**src/rtl/lsu_align.sv**
```systemverilog
// lsu_align: maps byte-addressed loads/stores onto a word-organised data memory.
// Build with LSU_MISALIGN_EN to split misaligned H/W accesses over two words; otherwise they are rejected.
module lsu_align #(
  parameter int ADDR_W = 10
) (
  input  logic              clk,
  input  logic              reset,
  input  logic              req_valid,
  input  logic              req_we,
  input  logic [2:0]        funct3,
  input  logic [31:0]       addr,
  input  logic [31:0]       wdata,
  output logic [31:0]       rdata,
  output logic              rdata_valid,
  output logic              stall,
  output logic              misalign_err,
  output logic              mem_we,
  output logic [ADDR_W-1:0] mem_addr,
  output logic [31:0]       mem_wdata,
  output logic [2:0]        mem_load_type,
  input  logic [31:0]       mem_rdata
);

  function automatic logic [31:0] extend_load(input logic [31:0] v, input logic b,
                                              input logic h, input logic sgn);
    if (b) return sgn ? {{24{v[7]}}, v[7:0]} : {24'h0, v[7:0]};
    if (h) return sgn ? {{16{v[15]}}, v[15:0]} : {16'h0, v[15:0]};
    return v;
  endfunction

  logic [1:0]        off;
  logic [ADDR_W-1:0] word_n;
  logic              is_b, is_h, is_sgn, misaligned;
  logic [4:0]        lo_sh;
  logic [31:0]       size_mask, lo_mask, store_lo, load_aligned;

  assign off        = addr[1:0];
  assign word_n     = addr[ADDR_W+1:2];
  assign is_b       = (funct3[1:0] == 2'b00);
  assign is_h       = (funct3[1:0] == 2'b01);
  assign is_sgn     = ~funct3[2];
  assign misaligned = is_h ? (off == 2'd3) : (!is_b && (off != 2'd0));
  assign size_mask  = is_b ? 32'h0000_00FF : (is_h ? 32'h0000_FFFF : '1);
  assign lo_sh      = {off, 3'b000};

  // Shifting left truncates the lane mask at byte 3, so the same merge serves
  // both an aligned store and the first half of a split store.
  assign lo_mask      = size_mask << lo_sh;
  assign store_lo     = (mem_rdata & ~lo_mask) | ((wdata << lo_sh) & lo_mask);
  assign load_aligned = extend_load(mem_rdata >> lo_sh, is_b, is_h, is_sgn);

  assign mem_load_type = 3'b010;

`ifdef LSU_MISALIGN_EN
  typedef enum logic {IDLE, SECOND} state_t;

  state_t      state;
  logic [31:0] lo_reg, hi_mask, store_hi, load_split;
  logic [1:0]  lo_cnt;
  logic [4:0]  hi_sh;
  logic        unused_bits;

  // lo_cnt = bytes taken from word N (4 - off, never 4 when split).
  assign lo_cnt     = 2'd0 - off;
  assign hi_sh      = {lo_cnt, 3'b000};
  assign hi_mask    = size_mask >> hi_sh;
  assign store_hi   = (mem_rdata & ~hi_mask) | ((wdata >> hi_sh) & hi_mask);
  assign load_split = extend_load(lo_reg | (mem_rdata << hi_sh), is_b, is_h, is_sgn);

  always_ff @(posedge clk or posedge reset) begin
    if (reset) begin
      state  <= IDLE;
      lo_reg <= '0;
    end else begin
      case (state)
        IDLE: begin
          if (req_valid && misaligned) begin
            state <= SECOND;
            if (!req_we) lo_reg <= mem_rdata >> lo_sh;
          end
        end
        default: state <= IDLE;
      endcase
    end
  end

  assign unused_bits = ^addr[31:ADDR_W+2];
`else
  logic unused_bits;
  assign unused_bits = ^{clk, addr[31:ADDR_W+2]};
`endif

  always_comb begin
    mem_addr     = word_n;
    mem_we       = 1'b0;
    mem_wdata    = store_lo;
    rdata        = '0;
    rdata_valid  = 1'b0;
    stall        = 1'b0;
    misalign_err = 1'b0;
`ifdef LSU_MISALIGN_EN
    if (state == SECOND) begin
      mem_addr = word_n + ADDR_W'(1);
      if (req_we) begin
        mem_we    = 1'b1;
        mem_wdata = store_hi;
      end else begin
        rdata       = load_split;
        rdata_valid = 1'b1;
      end
    end else
`endif
    if (req_valid) begin
      if (misaligned) begin
`ifdef LSU_MISALIGN_EN
        stall  = 1'b1;
        mem_we = req_we;
`else
        misalign_err = 1'b1;
`endif
      end else if (req_we) begin
        mem_we = 1'b1;
      end else begin
        rdata       = load_aligned;
        rdata_valid = 1'b1;
      end
    end
    if (reset) begin
      mem_we       = 1'b0;
      stall        = 1'b0;
      rdata_valid  = 1'b0;
      misalign_err = 1'b0;
    end
  end

endmodule

```
**config.mk**
```make
export PLATFORM = sky130hd
export DESIGN_NAME = lsu_align
export DESIGN_NICKNAME = d
export VERILOG_FILES = /design/src/rtl/lsu_align.sv
export SDC_FILE = /design/constraint.sdc
export NUM_CORES = 1
export LEC_CHECK = 0
export BUFFER_PORTS_ARGS = -buffer_cell sky130_fd_sc_hd__buf_2
export CORE_ASPECT_RATIO = 1.25
export CORE_MARGIN = 4
export CORE_UTILIZATION = 30
export DETAILED_ROUTE_END_ITERATION = 10
export PLACE_DENSITY = 0.68
export SETUP_SLACK_MARGIN = 0.15
export SKIP_LAST_GASP = 1
export SYNTH_ARGS = -nofsm -noshare
export SYNTH_HDL_FRONTEND = slang
export SYNTH_SLANG_ARGS = --single-unit
export TNS_END_PERCENT = 50
```
**constraint.sdc**
```tcl
create_clock -name vclk -period 1.3
set_clock_uncertainty 0.15 [all_clocks]
set_input_delay 0.065 -clock vclk [all_inputs]
set_output_delay 0.065 -clock vclk [all_outputs]
set_load 0.02 [all_outputs]
```
==> metrics.md, run 1 <==
| Metric | Value |
|---|---|
| Placeable Area | `6290 um2` |
| Number of remaining DRC errors | `0` |
| Initial antenna violation count | `0` |
| Seq/Total Area, Yosys | `0` |
| Layout Utilization | `0.646` |
| Syn. warnings | `0` |
| Placed inst area | `between 3000 and 4000 um2` |
| CP Launch Point | `addr[1]` |
| Final hold violation count | `0` |
| Routability cong. | `0.811` |
| Global-route wire length before repair | `about 13 mm` |
| Fillers | `498` |
| Crit start category | `input port` |
| Worst Hold Class | `in2out` |
| Area share of the largest cell type after synthesis | `0.252` |
| Gr usage total | `0.210` |
| Post-route ant nets | `0` |
| Total power | `around 1.7 mW` |
| Most common cell in the synthesized netlist | `mux2_2` |
| Min Tclk post-route | `1.52 ns` |
| Largest net degree at the start of global routing | `18` |
| WP data required | `1.09 ns` |
| FP Rows | `32` |
| Detailed Route Iter0 Violations | `95` |
| Area contributors post-synth | `mux2_2, mux2i_1, buf_4` |
| Failing checks | `negative setup slack` |
| I/O Pins | `184` |
| FF+latch area | `0 um2` |
| Unrepaired setup endpoints after global routing | `yes` |
| Clock Buffer Count | `0` |
| Area growth from synthesis to layout | `106%` |
| Post-DP HPWL | `6.67 mm` |
| Layout cell share with drive strength beyond 1 | `0.778` |
| Peak fanout along the critical path | `8` |
| Final setup TNS | `-8.95 ns` |
| Final nets | `492` |
| FF+latch count | `0` |
| Hold path startpoint | `reset` |
| WP data arrival | `1.30 ns` |
| Fin worst setup slack | `-0.220 ns` |
| Synth top cells by count | `mux2_2, mux2i_1, buf_4` |
| Avg Inst Size Synth | `about 9.2 um2` |
| Initial Util | `0.313` |
| F_max | `roughly 660 MHz` |
| Vias | `2509` |
| DRT Pass-1 Iters | `4` |
| CP endpoint kind | `output port` |
| Die area | `between 7000 and 8000 um2` |
| Kind of critical path | `in2out` |
| Routed wire per std cell | `19.3 um` |
| Number of buffers added on ports | `139` |
| Post-DR vias/cell | `5.32` |
| Setup WS pre-CTS | `-0.388 ns` |
| Top cell type by total area after synthesis | `mux2_2` |
| Die height | `~99 um` |
| PwrDens | `roughly 430 nW/um2` |
| Worst vdd ir | `~260 uV` |
| Area occupied by multi-input gates | `approximately 2200 um2` |
| Cells after synthesis | `roughly 210` |
| Max-slew violations | `0` |
| Drt total wl | `9.09 mm` |
| Overflow after GRT | `0` |
| LEAKAGE | `just under 2 nW` |
| Final setup fails | `64` |
| # Max-Cap Violations | `0` |
| Run status | `complete, but fails checks` |
| Vias in the first global route | `around 2600` |
| Period utilisation layout | `1.17` |
| Die Wd | `80.4 um` |
| Final instance area | `4060 um2` |
| # diodes | `0` |
| Post-Syn Area | `1970 um2` |
| Synth cell types | `38` |
[cell type report]
type,instances,area share
multi-input combinational,170,0.531
inverter,11,0.0102
tap,85,0.0262
timing repair buffer,206,0.433
[worst max-delay path, stage by stage]
cell      delay [ns]
buf_12          0.11
mux2_4          0.31
a221oi_4        0.27
buf_4           0.17
buf_12          0.12
o32ai_2         0.07
buf_4           0.17
[repair_timing]
item	4_1_cts	5_1_grt
pin swaps	9	9
setup buffers	9	0
resized for setup	82	52
hold endpoints to repair	10	0
setup endpoints to repair	67	67
gates cloned	4	0
hold buffers	10	0
[kinds of logic (layout without fill, tap and decap cells)]
| logic type | count (synthesis) | in the layout | synth area share |
|---|---|---|---|
| multiplexers | 89 | 89 | 0.500 |
| AND/OR/NAND/NOR | 30 | 30 | 0.101 |
| other | 2 | 4 | 0.00382 |
| buffers and inverters | 45 | 217 | 0.155 |
| AO/OA/AOI/OAI | 47 | 47 | 0.240 |
[final timing paths]
kind                     endpoint  slack, ns  depth (start not counted)
worst max-delay path    rdata[17]      -0.22                          7
worst min-delay path  rdata_valid       0.27                          3
[where the power goes]
group / switching (mW) / internal, mW
clock network: 0 / 0
registers: 0 / 0
logic: 0.850 / 0.884
total: 0.850 / 0.884
[routing by layer]
layer	wire length [um]	part of all wire	vias to the layer above	GRT usage
met2	4890	0.54	123	0.411
met1	3450	0.38	1200	0.247
met3	587	0.065	16	0.0219
li1	-	-	1170	-
met5	0	0	-	0
met4	161	0.018	0	0.0260
[layout by cell type (no fill, tap or decap), drive strengths merged]
master       netlist  final
buf               31    194
mux2              49     49
mux2i             39     39
o32ai             16     16
inv               11     11
nor2              11     11
dlygate4sd3        0     10
a221oi             9      9
o2bb2ai            8      8
nor3               8      8
a211oi             8      8
conb               2      4
a21oi              3      3
nor2b              3      3
bufbuf             0      2
or2                1      1
mux4               1      1
a21boi             1      1
o21a               1      1
nand3              1      1
nand3b             1      1
and3               1      1
nand2b             1      1
o221ai             1      1
nand4              1      1
and4b              1      1
nor3b              1      1
[through the flow]
stage                     hold WS (ns)  instances
after global placement         -0.0199        449
after CTS                        0.275        472
final                            0.270        472
after floorplan                 0.0598        215
after detailed placement       -0.0199        449
after global routing             0.299        472
(Power assumes the default switching activity.)
==> run 2: changes to the inputs <==
- ABC_AREA: unset -> 1
- PLACE_DENSITY: 0.68 -> 0.7
==> run 2 against run 1 <==
  * The flow still finishes with violations (negative setup slack)
  * Cell count up 37%
  * Setup slack better by 0.16 ns
  * Total power shrank 1.0%
  * Global-route usage up 2.0 points
  * Sequential share of layout area stayed put
  * Design area is 2.1% lower
  * Largest power group unchanged
  * Highest routed layer unchanged
==> metrics.md, run 2 <==
| Metric | Value |
|---|---|
| Most frequent cells in the layout | `nand2_1, buf_2, buf_4` |
| Crit start category | `input port` |
| Synth top cells by count | `nand2_1, o21ai_0, inv_1` |
| FF+latch area | `0 um2 (unchanged)` |
| Highest metal used | `met4` |
| # diodes | `0 (unchanged)` |
| Fin Hold WS | `0.256 ns (-0.0149 ns)` |
| WP data required | `1.09 ns (about the same)` |
| Post-DR vias/cell | `4.87 (-8.3%)` |
| LEAKAGE | `2.00 nW (+3.1%)` |
| Peak fanout along the critical path | `6 (-2)` |
| Avg Inst Size Synth | `4.62 um2 (-50%)` |
| Min Tclk post-route | `1.36 ns (-0.164 ns)` |
| Final nets | `671 (+36%)` |
| Gr usage total | `0.231 (+0.0202)` |
| Placeable Area | `5860 um2 (-6.8%)` |
| FF+latch count | `0 (unchanged)` |
| Global-route wire length before repair | `14.3 mm (+6.9%)` |
| Syn. warnings | `0 (unchanged)` |
| WL met2 | `5.19 mm (+6.2%)` |
| Period utilisation layout | `1.04 (-0.126)` |
| DRT Pass-1 Iters | `4 (unchanged)` |
| Synth cell types | `27 (-29%)` |
| Routed wire per std cell | `14.6 um (-24%)` |
| Met3 WL post-DR | `564 um (-3.9%)` |
| I/O Pins | `184 (unchanged)` |
| PwrDens | `432 nW/um2 (+1.1%)` |
| Most common cell in the synthesized netlist | `nand2_1` |
| Max-slew violations | `0 (unchanged)` |
| Vias in the first global route | `3031 (+15%)` |
| Die Wd | `77.9 um (-3.1%)` |
| Final setup fails | `43 (-33%)` |
| Detailed Route Iter0 Violations | `107 (+13%)` |
| Vias | `3157 (+26%)` |
| Die area | `7440 um2 (-6.1%)` |
| Final hold violation count | `0 (unchanged)` |
| WP data arrival | `1.14 ns (-0.16 ns)` |
| Fillers | `505 (+1.4%)` |
| Post-DP HPWL | `6.96 mm (+4.4%)` |
| Most common cell after layout, fill and taps aside | `nand2_1` |
| Worst Hold Class | `in2out` |
| Routability cong. | `0.888 (+9.5%)` |
| Fin worst setup slack | `-0.0559 ns (+0.164 ns)` |
| Run status | `complete, but fails checks` |
| Post-route ant nets | `0 (unchanged)` |
| Worst vdd ir | `239 uV (-9.3%)` |
| Failing checks | `negative setup slack` |
| Number of buffers added on ports | `139 (unchanged)` |
| Final instance area | `3970 um2 (-2.1%)` |
| Area share of the largest cell type after synthesis | `0.295 (+0.0428)` |
| Placed inst area | `3150 um2 (-2.0%)` |
| Area occupied by multi-input gates | `1960 um2 (-9.2%)` |
| Cells after synthesis | `397 (+86%)` |
| Post-Syn Area | `1830 um2 (-6.7%)` |
| Unrepaired setup endpoints after global routing | `yes` |
| Die height | `95.4 um (-3.2%)` |
| CP endpoint kind | `output port` |
| Seq/Total Area, Yosys | `0 (unchanged)` |
| Overflow after GRT | `0 (unchanged)` |
| Kind of critical path | `in2out` |
| Area contributors post-synth | `nand2_1, o21ai_0, inv_1` |
| Area growth from synthesis to layout | `117%` |
| WL met1 | `3.62 mm (+5.0%)` |
| Layout cell share with drive strength beyond 1 | `0.518 (-0.260)` |
| FP Rows | `31 (-3.1%)` |
| Number of remaining DRC errors | `0 (unchanged)` |
| F_max | `738 MHz (+12%)` |
| # Max-Cap Violations | `0 (unchanged)` |
| Clock Buffer Count | `0 (unchanged)` |
| Largest net degree at the start of global routing | `55 (+37)` |
| Top cell type by total area after synthesis | `nand2_1` |
| Initial Util | `0.313 (about the same)` |
| Drt total wl | `9.47 mm (+4.2%)` |
| Initial antenna violation count | `0 (unchanged)` |
-- run 2: critical path, stage by stage --
cell     delay, ns
buf_12        0.13
buf_12        0.13
nand2_4       0.06
nand2_4       0.06
nand3_4       0.08
nand3_4       0.09
inv_4         0.08
nand2_8       0.08
buf_12        0.16
nor2_4        0.09
buf_6         0.12
-- run 2: cell families (layout without fill, tap and decap cells) --
group,count (synthesis),in the layout,synth area share
and+or+nand+nor,206,207,0.456
other,2,4,0.00409
buffers and inverters,83,249,0.226
AOI/OAI and AO/OA,106,106,0.314
-- run 2: metal layers --
metal / track usage / vias up
met3: 0.0217 / 9
met2: 0.461 / 123
met4: 0.0131 / 0
met1: 0.276 / 1421
met5: 0 / -
li1: - / 1604
-- run 2: layout make-up --
cell class / instances / area share
multi-input combinational: 317 / 0.492
timing repair buffer: 207 / 0.434
inverter: 41 / 0.0469
tap: 82 / 0.0258
timing repair inverter: 1 / 0.000945
-- run 2: path summary, 6_finish.rpt --
check | startpoint | end | cells past startpoint
worst min-delay path | reset | rdata_valid | 3
worst max-delay path | addr[0] | rdata[18] | 11
-- run 2: per-stage QoR --
step                      worst slack, ns  TNS (ns)  power (mW)  utilization  cells
after floorplan                    0.0443         0       0.890            -    399
after global placement             -0.220     -9.97        1.33        0.538    625
after detailed placement           -0.248    -10.73        1.34        0.538    625
after CTS                         -0.0525     -1.38        1.57        0.632    643
after global routing               -0.107     -3.99        1.85        0.678    648
final                             -0.0559     -1.27        1.72        0.678    648
-- run 2: report_power, final --
| group | leakage (nW) | internal [mW] | switching [mW] |
|---|---|---|---|
| logic | 2.00 | 0.744 | 0.973 |
| clock network | 0 | 0 | 0 |
| registers | 0 | 0 | 0 |
| total | 2.00 | 0.744 | 0.973 |
-- run 2: repair_timing --
| action | CTS | global route |
|---|---|---|
| setup buffers | 3 | 3 |
| pin swaps | 9 | 9 |
| gates cloned | 5 | 2 |
| hold buffers | 10 | 0 |
| endpoints found under the setup margin | 67 | 64 |
| resized for setup | 105 | 66 |
| endpoints found under the hold margin | 10 | 0 |
